`src/rtl/fifo_flags.sv`:
```
// rtl/fifo_flags.sv - synchronous FIFO with occupancy count, threshold flags, sticky errors, FWFT option
//
// Purpose: single-clock FIFO where every entry is usable. Occupancy is tracked
// in a dedicated count register, and all status flags are decoded from it.
//
// Ports:
//   clk          in   rising-edge clock
//   reset        in   synchronous active-low reset
//   write_en     in   write request
//   data_in      in   write data
//   read_en      in   read request (FWFT: pop head)
//   data_out     out  read data (registered, or head word in FWFT mode)
//   data_valid   out  standard: data_out updated this cycle; FWFT: head present
//   empty        out  count == 0
//   full         out  count == FIFO_DEPTH
//   almost_empty out  count <= AEMPTY_THRESH
//   almost_full  out  count >= AFULL_THRESH
//   count        out  current occupancy 0..FIFO_DEPTH
//   overflow     out  sticky: a write was rejected
//   underflow    out  sticky: a read was rejected
module fifo_flags #(
    parameter int FIFO_DEPTH    = 16,
    parameter int FIFO_WIDTH    = 8,
    parameter int AFULL_THRESH  = 12,
    parameter int AEMPTY_THRESH = 4,
    parameter int FWFT          = 0
) (
    input  logic                          clk,
    input  logic                          reset,
    input  logic                          write_en,
    input  logic [FIFO_WIDTH-1:0]         data_in,
    input  logic                          read_en,
    output logic [FIFO_WIDTH-1:0]         data_out,
    output logic                          data_valid,
    output logic                          empty,
    output logic                          full,
    output logic                          almost_empty,
    output logic                          almost_full,
    output logic [$clog2(FIFO_DEPTH):0]   count,
    output logic                          overflow,
    output logic                          underflow
);

    localparam int AW = $clog2(FIFO_DEPTH);
    localparam int CW = AW + 1;

    logic [FIFO_WIDTH-1:0] r_mem [0:FIFO_DEPTH-1];
    logic [AW-1:0]         r_wr_ptr;
    logic [AW-1:0]         r_rd_ptr;
    logic [CW-1:0]         r_count;
    logic                  r_overflow;
    logic                  r_underflow;

    logic                  w_empty;
    logic                  w_full;
    logic                  w_read_ok;
    logic                  w_write_ok;

    assign w_empty    = (r_count == '0);
    assign w_full     = (r_count == CW'(FIFO_DEPTH));
    assign w_read_ok  = read_en & ~w_empty;
    // A write into a full FIFO is still accepted when a read frees a slot in the same cycle.
    assign w_write_ok = write_en & (~w_full | w_read_ok);

    assign empty        = w_empty;
    assign full         = w_full;
    assign almost_empty = (r_count <= CW'(AEMPTY_THRESH));
    assign almost_full  = (r_count >= CW'(AFULL_THRESH));
    assign count        = r_count;
    assign overflow     = r_overflow;
    assign underflow    = r_underflow;

    // Storage is deliberately not reset.
    always_ff @(posedge clk) begin
        if (w_write_ok) begin
            r_mem[r_wr_ptr] <= data_in;
        end
    end

    always_ff @(posedge clk) begin
        if (!reset) begin
            r_wr_ptr    <= '0;
            r_rd_ptr    <= '0;
            r_count     <= '0;
            r_overflow  <= 1'b0;
            r_underflow <= 1'b0;
        end else begin
            if (w_write_ok) begin
                r_wr_ptr <= r_wr_ptr + AW'(1);
            end
            if (w_read_ok) begin
                r_rd_ptr <= r_rd_ptr + AW'(1);
            end
            case ({w_write_ok, w_read_ok})
                2'b10:   r_count <= r_count + CW'(1);
                2'b01:   r_count <= r_count - CW'(1);
                default: r_count <= r_count;
            endcase
            if (write_en && !w_write_ok) begin
                r_overflow <= 1'b1;
            end
            if (read_en && w_empty) begin
                r_underflow <= 1'b1;
            end
        end
    end

    generate
        if (FWFT != 0) begin : g_fwft
            // Head word is presented combinationally; zero when nothing is stored.
            assign data_out   = w_empty ? '0 : r_mem[r_rd_ptr];
            assign data_valid = ~w_empty;
        end else begin : g_std
            logic [FIFO_WIDTH-1:0] r_data_out;
            logic                  r_data_valid;

            always_ff @(posedge clk) begin
                if (!reset) begin
                    r_data_out   <= '0;
                    r_data_valid <= 1'b0;
                end else if (w_read_ok) begin
                    r_data_out   <= r_mem[r_rd_ptr];
                    r_data_valid <= 1'b1;
                end else begin
                    r_data_valid <= 1'b0;
                end
            end

            assign data_out   = r_data_out;
            assign data_valid = r_data_valid;
        end
    endgenerate

endmodule

```
`config.mk`:
```
export PLATFORM = sky130hd
export DESIGN_NAME = fifo_flags
export DESIGN_NICKNAME = d
export VERILOG_FILES = /design/src/rtl/fifo_flags.sv
export SDC_FILE = /design/constraint.sdc
export NUM_CORES = 1
export LEC_CHECK = 0
export ABC_AREA = 1
export BUFFER_PORTS_ARGS = -buffer_cell sky130_fd_sc_hd__buf_2
export CAP_MARGIN = 5
export CELL_PAD_IN_SITES_DETAIL_PLACEMENT = 0
export CELL_PAD_IN_SITES_GLOBAL_PLACEMENT = 1
export CORE_ASPECT_RATIO = 1.1
export CORE_MARGIN = 10
export CORE_UTILIZATION = 52
export DETAILED_ROUTE_END_ITERATION = 16
export GPL_ROUTABILITY_DRIVEN = 0
export PLACE_DENSITY_LB_ADDON = 0.1
export SLEW_MARGIN = 20
export SYNTH_ARGS = -nofsm -noshare
export SYNTH_HDL_FRONTEND = slang
export SYNTH_SLANG_ARGS = --single-unit
```
`constraint.sdc`:
```
create_clock -name clk -period 5.9 [get_ports clk]
set_input_delay 0.295 -clock clk [delete_from_list [all_inputs] [get_ports clk]]
set_output_delay 0.295 -clock clk [all_outputs]
set_load 0.1 [all_outputs]
```
==> metrics.md <==
| Metric | Value |
|---|---|
| Outcome | `completed` |
| Post-layout power | `3.35 mW` |
| IO Count | `32` |
| Die X-Extent | `128 um` |
| Number of vias per cell | `5.27` |
| Die Ht | `139 um` |
| Largest net degree at the start of global routing | `67` |
| Relative slew margins | `0.373` |
| Crit path max-delay family | `simple AND/OR/NAND/NOR gates` |
| DP Wirelength | `10100 um` |
| DRC viols | `0` |
| Row count | `43` |
| Max rail drop VDD | `0.000324 V` |
| Htree depth | `4` |
| Worst path slowest cell | `nor2_1` |
| CTS max path bufs | `2` |
| Crit path required time | `5.94 ns` |
| Initial core utilization | `0.530` |
| Clock Skew | `0.0101 ns` |
| CP Cell Sequence | `nor2_2 -> nand2_1 -> nor2_2 -> a21oi_2 -> nand2_1 -> nor2_1` |
| Grt total ovfl | `0` |
| Seq/Total Area, Yosys | `0.651` |
| Hold buffers post-CTS | `0` |
| Min-delay worst type | `input port to flip-flop` |
| Worst EP arrival | `2.31 ns` |
| Setup Total Neg Slack | `0 ns` |
| Startpoint types | `flip-flop` |
| Dpl ws | `3.65 ns` |
| Synth cell types | `25` |
| Final hold slack | `0.192 ns` |
| RSZ-0062 raised after global routing | `no` |
| Post-Route WL | `15900 um` |
| Setup Fix Bufs, Post-CTS | `0` |
| CTS tree | `done` |
| Synthesized instance count | `675` |
| Per-cell routed wire length | `18.3 um` |
| CP endpoint | `r_mem[5][2]` |
| Clk_lat worst skew | `0.42 ns` |
| Number of global-route vias before repair | `4566` |
| Die area | `17700 sq um` |
| Clk slew on worst S/H paths | `0.06 ns` |
| Layout cell share with drive strength beyond 1 | `0.110` |
| Root Buffer | `clkbuf_16` |
| NetSw | `1.28 mW` |
| Final setup fails | `0` |
| I/O Buffers | `31` |
| Worst Reg-to-Reg Cells | `6` |
| Slew Viols, Final | `0` |
| Ys Warns | `0` |
| Core box area | `12500 sq um` |
| Overall Global Routing Usage | `0.184` |
| Minimum clock period | `2.26 ns` |
| PwrDens | `451 nW/um^2` |
| Core Util, Final | `0.593` |
| Avg Cell Area, Syn | `9.84 sq um` |
| Antenna Nets Post-Route | `0` |
| LEAKAGE | `3.19 nW` |
| Worst-margin pin slew | `0.937 ns` |
| Fillers | `1131` |
| Setup CP Type | `flip-flop to flip-flop` |
| Crit path largest cell delay | `0.73 ns` |
| TritonCTS Buffers | `17` |
| Period utilization | `0.383` |
| Most common cell after layout, fill and taps aside | `nand2_1` |
| Crit path max fanout | `8` |
| Worst reg2reg path endpoint | `r_mem[5][2]` |
| Mapped Area | `6640 sq um` |
| CTS sink cnt | `152` |
| Final hold vios | `0` |
| Highest-count cells in the layout ignoring fill and taps | `188 x nand2_1, 128 x edfxtp_1, 96 x nand3_1, 88 x inv_1, 67 x nor2_1` |
| Critical path endpoint category | `flip-flop` |
| # diodes | `0` |
| Internal | `2.07 mW` |
| Final worst slack | `3.64 ns` |
| First-pass GRT wire length | `25200 um` |
| Post_cts resized | `0` |
| Seq pwr share | `0.378` |
| Max frequency | `442 MHz` |
| Synth-to-Final Area Change | `12.0%` |
| Clock power frac | `0.323` |
| Flop2flop setup slack | `3.64 ns` |
| Worst path bufs/invs | `0` |
| Critical Path Stages | `6` |
| Syn Nets | `696` |
| Seq cells post-synth | `152` |
| Via count | `4578` |
| First-pass iteration count of the detailed router | `5` |
| Initial antenna violation count | `0` |
| Sw Ratio | `0.381` |
| Nets | `720` |
| Comb power frac | `0.299` |
| Initial DRC Count | `396` |
| RR Startpoint | `count[0]` |
| Crit path from | `count[0]` |
| Max_cap viols | `0` |
-- area by class of cell --
class	count	area (sq um)	area share
clock buffer	20	457	0.0614
tap	157	196	0.0264
timing repair buffer	33	170	0.0229
clock inverter	12	138	0.0185
multi-input combinational	401	1800	0.242
inverter	94	355	0.0478
sequential	152	4330	0.581
-- power groups by stage --
stage          combinational [mW]  clock (mW)  sequential [mW]
2_1_floorplan               0.574           0             1.52
3_3_place_gp                 1.01           0             1.29
3_5_place_dp                 1.01           0             1.29
4_1_cts                      1.01        1.09             1.27
5_1_grt                      1.09        1.15             1.27
6_report                     1.00        1.08             1.27
-- metrics by stage --
stage / area (sq um) / cells
after floorplan: 6640 / 675
after global placement: 6840 / 837
after detailed placement: 6850 / 837
after CTS: 7440 / 869
after global routing: 7440 / 869
final: 7440 / 869
-- worst min path at each step --
stage / start / end / slack [ns] / cells after the start
final: write_en / overflow / 0.19 / 3
after global routing: write_en / overflow / 0.20 / 3
after detailed placement: overflow / overflow / 0.46 / 2
after floorplan: data_in[0] / r_mem[0][0] / 0.39 / 0
after global placement: underflow / underflow / 0.45 / 2
after CTS: write_en / overflow / 0.18 / 3
-- sequential cells by signal (all words and copies together) (netlist names) --
register,count
r_wr_ptr,4
r_mem,128
data_out,8
count,5
overflow,1
r_rd_ptr,4
underflow,1
data_valid,1
-- cells in the mapped netlist --
cell | count | share of area
o21bai_1 | 1 | 0.0011
inv_1 | 88 | 0.050
buf_6 | 2 | 0.0034
nand2_1 | 188 | 0.11
a21oi_2 | 1 | 0.0013
xor2_1 | 3 | 0.0040
o21ai_0 | 16 | 0.012
ha_1 | 8 | 0.015
a21oi_1 | 9 | 0.0068
clkbuf_1 | 6 | 0.0034
nor2_1 | 67 | 0.038
nor2_2 | 3 | 0.0028
edfxtp_1 | 128 | 0.58
nand3_1 | 96 | 0.072
nand2_2 | 3 | 0.0028
buf_2 | 12 | 0.0090
dfxtp_1 | 24 | 0.072
inv_2 | 4 | 0.0023
fa_1 | 1 | 0.0030
nand3_2 | 1 | 0.0015
o21ai_2 | 1 | 0.0013
clkinv_1 | 2 | 0.0011
buf_4 | 8 | 0.0090
o21ai_1 | 2 | 0.0015
a31oi_1 | 1 | 0.00094
-- worst reg2reg max path: stages (launching register included) --
cell and delay (ns):
dfxtp_1 0.44, nor2_2 0.10, nand2_1 0.08, nor2_2 0.05, a21oi_2 0.27, nand2_1 0.20
nor2_1 0.73
-- cells by family after synthesis --
| kind of cell | Yosys count | share of synthesized area |
|---|---|---|
| AOI/OAI and AO/OA | 31 | 0.0251 |
| xor gates and xnor gates | 3 | 0.00396 |
| adders and majority gates | 9 | 0.0181 |
| buffers and inverters | 122 | 0.0780 |
| DFF | 152 | 0.651 |
| and+or+nand+nor | 358 | 0.224 |
-- routing by layer --
| layer | up-vias | wire length (um) | GRT usage |
|---|---|---|---|
| li1 | 2240 | - | - |
| met1 | 2218 | 6750 | 0.227 |
| met2 | 103 | 8290 | 0.319 |
| met3 | 17 | 666 | 0.0367 |
| met4 | 0 | 229 | 0.0534 |
| met5 | - | 0 | 0 |
Power figures use the tool's default switching activity.
